===== src/rtl/inst_mem_loader.sv =====
// Byte-stream programmer for the core's instruction memory: parses a length-prefixed
// little-endian stream, writes words to offsets 0..N-1, pulses done, then captures the result.
module inst_mem_loader #(
  parameter int INST_MEM_ADDR_SIZE = 10
) (
  input  logic                          clk,
  input  logic                          reset,
  input  logic [7:0]                    byte_in,
  input  logic                          byte_valid,
  output logic                          byte_ready,
  output logic [31:0]                   inst,
  output logic [INST_MEM_ADDR_SIZE-1:0] inst_mem_offset,
  output logic                          programming_data_valid,
  output logic                          programming_done,
  input  logic                          result_valid,
  input  logic                          result_passed,
  output logic                          busy,
  output logic                          load_error,
  output logic                          status_valid,
  output logic                          status_pass
);

  typedef enum logic [2:0] {
    LEN_LO,
    LEN_HI,
    DATA,
    WRITE,
    DONE,
    RUN,
    ERROR
  } state_t;

  localparam logic [16:0] MAX_WORDS = 17'd1 << INST_MEM_ADDR_SIZE;

  state_t                      state_q, state_d;
  logic [15:0]                 len_q;
  logic [1:0]                  idx_q;
  logic [INST_MEM_ADDR_SIZE:0] word_cnt_q;
  logic [23:0]                 asm_q;

  logic        xfer;
  logic [15:0] hdr_len;
  logic        hdr_ok;
  logic        last_word;

  assign xfer      = byte_valid && byte_ready;
  assign hdr_len   = {byte_in, len_q[7:0]};
  assign hdr_ok    = (hdr_len != 16'd0) && ({1'b0, hdr_len} <= MAX_WORDS);
  // The counter is one bit wider than the offset so N = 2**ADDR terminates without wrapping.
  assign last_word = (17'(word_cnt_q) + 17'd1) == {1'b0, len_q};

  // NOTE: sequential state uses non-blocking assignments so every register samples pre-edge values.
  always_ff @(posedge clk) begin
    if (reset) state_q <= LEN_LO;
    else       state_q <= state_d;
  end

  // NOTE: defaulting state_d first keeps this block free of inferred latches.
  always_comb begin
    state_d = state_q;
    unique case (state_q)
      LEN_LO:  if (xfer) state_d = LEN_HI;
      LEN_HI:  if (xfer) state_d = hdr_ok ? DATA : ERROR;
      DATA:    if (xfer && idx_q == 2'd3) state_d = WRITE;
      WRITE:   state_d = last_word ? DONE : DATA;
      DONE:    state_d = RUN;
      RUN:     state_d = RUN;
      ERROR:   state_d = ERROR;
      default: state_d = LEN_LO;
    endcase
  end

  // All handshake and strobe outputs decode the registered state only.
  always_comb begin
    byte_ready             = 1'b0;
    programming_data_valid = 1'b0;
    programming_done       = 1'b0;
    busy                   = 1'b0;
    load_error             = 1'b0;
    unique case (state_q)
      LEN_LO:  byte_ready = 1'b1;
      LEN_HI:  begin byte_ready = 1'b1; busy = 1'b1; end
      DATA:    begin byte_ready = 1'b1; busy = 1'b1; end
      WRITE:   begin programming_data_valid = 1'b1; busy = 1'b1; end
      DONE:    begin programming_done = 1'b1; busy = 1'b1; end
      RUN:     ;
      ERROR:   load_error = 1'b1;
      default: ;
    endcase
  end

  always_ff @(posedge clk) begin
    if (reset) begin
      len_q           <= '0;
      idx_q           <= '0;
      word_cnt_q      <= '0;
      asm_q           <= '0;
      inst            <= '0;
      inst_mem_offset <= '0;
      status_valid    <= 1'b0;
      status_pass     <= 1'b0;
    end else begin
      unique case (state_q)
        LEN_LO: if (xfer) len_q[7:0] <= byte_in;
        LEN_HI: if (xfer) begin
          len_q[15:8] <= byte_in;
          idx_q       <= '0;
          word_cnt_q  <= '0;
        end
        DATA: if (xfer) begin
          idx_q <= idx_q + 2'd1;
          // The top byte goes straight to inst so the word is presented in the WRITE cycle.
          unique case (idx_q)
            2'd0: asm_q[7:0]   <= byte_in;
            2'd1: asm_q[15:8]  <= byte_in;
            2'd2: asm_q[23:16] <= byte_in;
            2'd3: begin
              inst            <= {byte_in, asm_q};
              inst_mem_offset <= word_cnt_q[INST_MEM_ADDR_SIZE-1:0];
            end
            default: ;
          endcase
        end
        WRITE: word_cnt_q <= word_cnt_q + 1'b1;
        RUN: if (result_valid && !status_valid) begin
          status_valid <= 1'b1;
          status_pass  <= result_passed;
        end
        default: ;
      endcase
    end
  end

endmodule


===== config.mk =====
export PLATFORM = sky130hd
export DESIGN_NAME = inst_mem_loader
export DESIGN_NICKNAME = d
export VERILOG_FILES = /design/src/rtl/inst_mem_loader.sv
export SDC_FILE = /design/constraint.sdc
export NUM_CORES = 1
export LEC_CHECK = 0
export CAP_MARGIN = 20
export CORE_MARGIN = 8
export CORE_UTILIZATION = 40
export DETAILED_ROUTE_END_ITERATION = 8
export PLACE_DENSITY = 0.67
export SLEW_MARGIN = 20
export SYNTH_ARGS = -nofsm -noshare
export SYNTH_HDL_FRONTEND = slang
export SYNTH_SLANG_ARGS = --single-unit
export TNS_END_PERCENT = 5

===== constraint.sdc =====
create_clock -name clk -period 5.4 [get_ports clk]
set_input_delay 0.81 -clock clk [delete_from_list [all_inputs] [get_ports clk]]
set_output_delay 0.81 -clock clk [all_outputs]
set_load 0.01 [all_outputs]

# After elaboration in Yosys (flattened, before gate mapping)
# Index checks and enable logic that the tools add are counted.
[op_classes]
n_addsub = 3
n_eq_ne = 14
order_cmp = 1
muxes = 16
n_reduce_logical = 23
[op_table]
columns = ["op", "count"]
rows = [
  ["case mux 11 bit (2 select lines)", 1],
  ["case mux 3 bit (6 select lines)", 1],
  ["AND reduction 3 bit", 6],
  ["== test 12 x 16 -> 1 bit", 1],
  ["less-or-equal comparator 16 x 11 -> 1 bit, second input constant", 1],
  ["nonzero test 16 bit", 1],
  ["2-to-1 mux 3 bit", 5],
  ["adder 11 x 1 -> 12 bit, second input constant", 1],
  ["adder 11 x 1 -> 11 bit, second input constant", 1],
  ["2-to-1 mux 11 bit", 1],
  ["== test 3 bit, second input constant", 3],
  ["inequality test 2 bit, second input constant", 4],
  ["AND reduction 2 bit", 4],
  ["== test 3 x 2 -> 1 bit, second input constant", 2],
  ["2-to-1 mux 1 bit", 5],
  ["== test 2 bit, second input constant", 2],
  ["logical AND 1 bit", 4],
  ["2-to-1 mux 2 bit", 2],
  ["case mux 2 bit (2 select lines)", 1],
  ["nonzero test 2 bit", 2],
  ["OR reduction 4 bit", 1],
  ["== test 3 x 1 -> 1 bit, second input constant", 1],
  ["logical NOT 3 bit", 1],
  ["OR reduction 3 bit", 1],
  ["other kinds (5)", 5],
]
[totals]
word_cells = 69
regBits = 100
out_inout_bits = 49
in_bits = 13

# Depth between registers and ports, before layout
[logic_depth]
ltp_word = 7
ltp_mapped = 8
depth_no_buf = 7

# Least setup slack after synthesis
# No wires, ideal clock.
[synth_path]
path_type = "flip-flop to flip-flop"
start = "register word_cnt_q[1]"
end = "register state_q[1]"
setup_time_ns = 0.130
n_path_buf = 1
path_stages_with_launch = 9
period_less_slack_ns = 2.063
slack_ns = 3.337
t_arrival_ns = 1.933
required_ns = 5.270
cell_sequence = "dfxtp_1 -> ha_1 -> buf_2 -> nand3_1 -> xnor2_1 -> or4_1 -> nor3_1 -> and4b_1 -> o22ai_1"
[synth_via]
elab_chain_len = 4
[synth_lines]
columns = ["item", "line", "source"]
rows = [
  ["start, declared", "38", "logic [INST_MEM_ADDR_SIZE:0] word_cnt_q;"],
  ["start signal, assigned", "124", "WRITE: word_cnt_q <= word_cnt_q + 1'b1;"],
  ["adder 11 x 1 -> 12 bit", "50", "assign last_word = (17'(word_cnt_q) + 17'd1) == {1'b0, len_q};"],
  ["== test 12 x 16 -> 1 bit", "50", ""],
  ["2-to-1 mux 3 bit", "65", "WRITE: state_d = last_word ? DONE : DATA;"],
  ["case mux 3 bit (6 select lines)", "61", "unique case (state_q)"],
  ["end signal, assigned", "55", "else state_q <= state_d;"],
  ["end, declared", "35", "state_t state_q, state_d;"],
]
# No other way between the ends.
# A chain may end at the register's enable or synchronous reset.

# Final worst setup path
[layout_path]
start = "input port byte_valid"
end = "register inst[2]"
[layout_via]
elab_chain_len = 2
[layout_lines]
columns = ["item", "line", "source"]
rows = [
  ["start, declared", "9", "input logic byte_valid,"],
  ["logical AND 1 bit", "46", "assign xfer = byte_valid && byte_ready;"],
  ["AND reduction 3 bit (no source line)", "--", ""],
  ["end signal, assigned", "118", "inst <= {byte_in, asm_q};"],
  ["end, declared", "11", "output logic [31:0] inst,"],
]
# No other way between the ends.

==> impl_metrics.env <==
export IMPL_run_status="completed"
export IMPL_cts_buffer_depth=2
export IMPL_total_track_usage=0.1505
export IMPL_post_route_cells_drive_above_1_share=0.04153
export IMPL_worstRegToRegCells=7
export IMPL_number_of_failing_hold_endpoints_at_the_final_stage=0
export IMPL_tritoncts="done"
export IMPL_syn_nets=581
export IMPL_cts_made_buffers=9
export IMPL_row_count=37
export IMPL_rrSetupSlack_ns=2.83
export IMPL_crit_path_end_kind="flip-flop"
export IMPL_cts_reportedPaths_clkPinSlew_ns=0.11
export IMPL_critPathRequiredTime_ns=5.70
export IMPL_postCtsSetupRepairBufs=0
export IMPL_ys_ff_latch=100
export IMPL_grt_pass1_vias=3624
export IMPL_area_of_the_die_um2=14120
export IMPL_tightest_slew_ns=0.9414
export IMPL_crit_path_start="byte_valid"
export IMPL_h_tree_depth=3
export IMPL_post_synth_cell_area_avg_um2=7.514
export IMPL_cts_sinks=100
export IMPL_headroom_to_the_max_slew_limit=0.3724
export IMPL_drt_first_iter_violations=231
export IMPL_drc=0
export IMPL_die_w_um=118.8
export IMPL_ys_async_sr_fraction=0
export IMPL_layout_worst_path_cycle_share=0.5773
export IMPL_power_leakage_nw=1.623
export IMPL_dr_pass1_iters=4
export IMPL_port_buffer_count=61
export IMPL_post_route_insts_no_fill=738
export IMPL_hold_path_depth=2
export IMPL_wirelength_mm=10.58
export IMPL_synthMostInstantiatedCell="sky130_fd_sc_hd__nand2_1"
export IMPL_seq_area_frac_synth=0.4732
export IMPL_worstHoldStart="asm_q[5]$_SDFFE_PP0P_"
export IMPL_placement_cell_area_um2=4865
export IMPL_synth_top_area_cell="sky130_fd_sc_hd__dfxtp_1"
export IMPL_synth_top_cells_by_count="sky130_fd_sc_hd__nand2_1 (156), sky130_fd_sc_hd__a21oi_1 (101), sky130_fd_sc_hd__dfxtp_1 (100), sky130_fd_sc_hd__nand3_1 (36), sky130_fd_sc_hd__clkbuf_1 (33)"
export IMPL_r2r_endpoint="state_q[1]$_SDFFE_PP0P_"
export IMPL_finalWorstSetupSlack_ns=2.283
export IMPL_route_detailed_vias_per_inst=5.134
export IMPL_areaGrowthSynthToFinish_pct=19.52
export IMPL_pin_count=62
export IMPL_number_of_enable_type_register_cells_in_the_synthesized_netlist=0
export IMPL_synth_lib_cells_used_distinct=45
export IMPL_cp_capture_point="inst[2]$_SDFFE_PP0P_"
export IMPL_r2r_start="word_cnt_q[0]$_SDFFE_PP0P_"
export IMPL_max_freq_mhz=320.8
export IMPL_finalWeightedCongestion=0.8808
export IMPL_synth_top_area_share=0.4732
export IMPL_hold_buffers=0
export IMPL_cts_resized=0
export IMPL_timing_max_cap_violations=0
export IMPL_period_minus_slack_ns=3.117
export IMPL_antenna_found_initial=0
export IMPL_ys_warn_count=0
export IMPL_vias=3789
export IMPL_pin_count_of_the_biggest_net_entering_global_routing=69
export IMPL_synth_ff_type="sky130_fd_sc_hd__dfxtp_1"
export IMPL_setup_viol=0
export IMPL_place_detailed_hpwl_mm=7.194
export IMPL_worst_endpoint_arrival_ns=3.42
export IMPL_syn_cell_area_um2=4230
export IMPL_design_final_nets=615
export IMPL_grt_first_pass_wirelength_mm=17.91
export IMPL_ant_nets=0
export IMPL_vdd_ir_drop_max_uv=158.9
export IMPL_post_drt_wl_per_cell_um=14.33
export IMPL_pins_over_their_slew_limit=0
export IMPL_critical_path_max_fanout=36
export IMPL_clk_insertion_delay_late_ns=0.38
export IMPL_layout_cell_area_non_filler_um2=5056
export IMPL_syn_instance_count=563
export IMPL_hold_class="flip-flop to flip-flop"
export IMPL_crit_type="input pin to flip-flop"
export IMPL_yosys_top_cells_area="sky130_fd_sc_hd__dfxtp_1 (47%), sky130_fd_sc_hd__nand2_1 (14%), sky130_fd_sc_hd__a21oi_1 (12%), sky130_fd_sc_hd__nand3_1 (4.3%), sky130_fd_sc_hd__clkbuf_1 (2.9%)"
export IMPL_power_density_cell_area_nw_per_um2=294.7
export IMPL_count_of_antenna_diodes_in_the_layout=0
export IMPL_initial_cell_density_of_the_core=0.4116
export IMPL_final_hold_worst_slack_ns=0.4555
export IMPL_core_area_um2=10280
export IMPL_fp_dieH_um=118.8
export IMPL_fin_tns_setup_ns=0
export IMPL_numPlacedInstances=722
export IMPL_fin_skew_ns=0.01525
export IMPL_worst_case_setup_slack_after_placement_ns=1.901
export IMPL_setup_repair_after_global_routing_missed_its_margin="no"
export IMPL_globalRoute_totalOverflow=0
export IMPL_clock_tree_root_cell="sky130_fd_sc_hd__clkbuf_8"
export IMPL_worstSetupStartpointType="input pin"
==> layout by cell type, fill, tap and decap left out, drive strengths merged, types with 6 or more instances in the layout <==
cell and count:
clkdlybuf4s50 60, o21ai 17, inv 14, nor2 28, a21oi 101, dfxtp 100, xor2 6, clkbuf 9
nand2 156, nand3 36, nor3 9, xnor2 9
==> per-layer routing <==
| metal | vias up | GRT usage | share of wire |
|---|---|---|---|
| li1 | 1948 | - | - |
| met1 | 1744 | 0.2022 | 0.48 |
| met2 | 86 | 0.2314 | 0.45 |
| met3 | 11 | 0.03118 | 0.058 |
| met4 | 0 | 0.06087 | 0.014 |
| met5 | - | 0 | 0 |
==> worst min path at each step <==
stage                                            to
finish                         inst[5]$_SDFFE_PP0P_
global route                  inst[12]$_SDFFE_PP0P_
CTS                           inst[12]$_SDFFE_PP0P_
global placement              inst[11]$_SDFFE_PP0P_
floorplan                      inst[0]$_SDFFE_PP0P_
detailed placement  inst_mem_offset[3]$_SDFFE_PP0P_
==> through the flow <==
stage | power [mW] | utilization
2_1_floorplan | 0.9662 | -
6_report | 1.490 | 0.4920
5_1_grt | 1.567 | 0.4920
3_5_place_dp | 1.037 | 0.4733
3_3_place_gp | 1.031 | 0.4733
4_1_cts | 1.494 | 0.4920
==> area by class of cell <==
class	count	area (um^2)
flip-flops and latches	100	2002
multi-input cells	410	2019
repair buffers	64	628.1
clock buffers	9	123.9
well taps	136	170.2
fillers	1044	5221
inverters	12	45.04
clock inverters	7	67.56
==> kinds of logic (layout without fill, tap and decap cells) <==
kind of cell,count (synthesis),after routing,share of synthesized area
mux,1,1,0.002366
fa+ha+maj,5,5,0.01479
compound gates,132,132,0.1653
xor+xnor,15,15,0.03106
flops,100,100,0.4732
simple gates,257,257,0.2638
buf+inv,53,92,0.04939
==> state kept, by name, indices dropped and copies added (netlist names) <==
signal           flops
asm_q               24
idx_q                2
status_valid         1
len_q               16
status_pass          1
state_q              3
inst                32
inst_mem_offset     10
word_cnt_q          11
==> power breakdown <==
part | internal [mW] | switching [mW]
combinational | 0.0849 | 0.134
clock | 0.179 | 0.288
sequential | 0.766 | 0.0378
==> critical path, cell delays in order <==
cell	delay, ns
sky130_fd_sc_hd__clkdlybuf4s50_1	0.54
sky130_fd_sc_hd__inv_1	0.07
sky130_fd_sc_hd__nor2_1	0.15
sky130_fd_sc_hd__and3_1	0.81
sky130_fd_sc_hd__and2_1	0.39
sky130_fd_sc_hd__buf_4	0.39
sky130_fd_sc_hd__nand2_1	0.11
sky130_fd_sc_hd__a21oi_1	0.13
No activity file was read; power rests on OpenSTA's default activity.
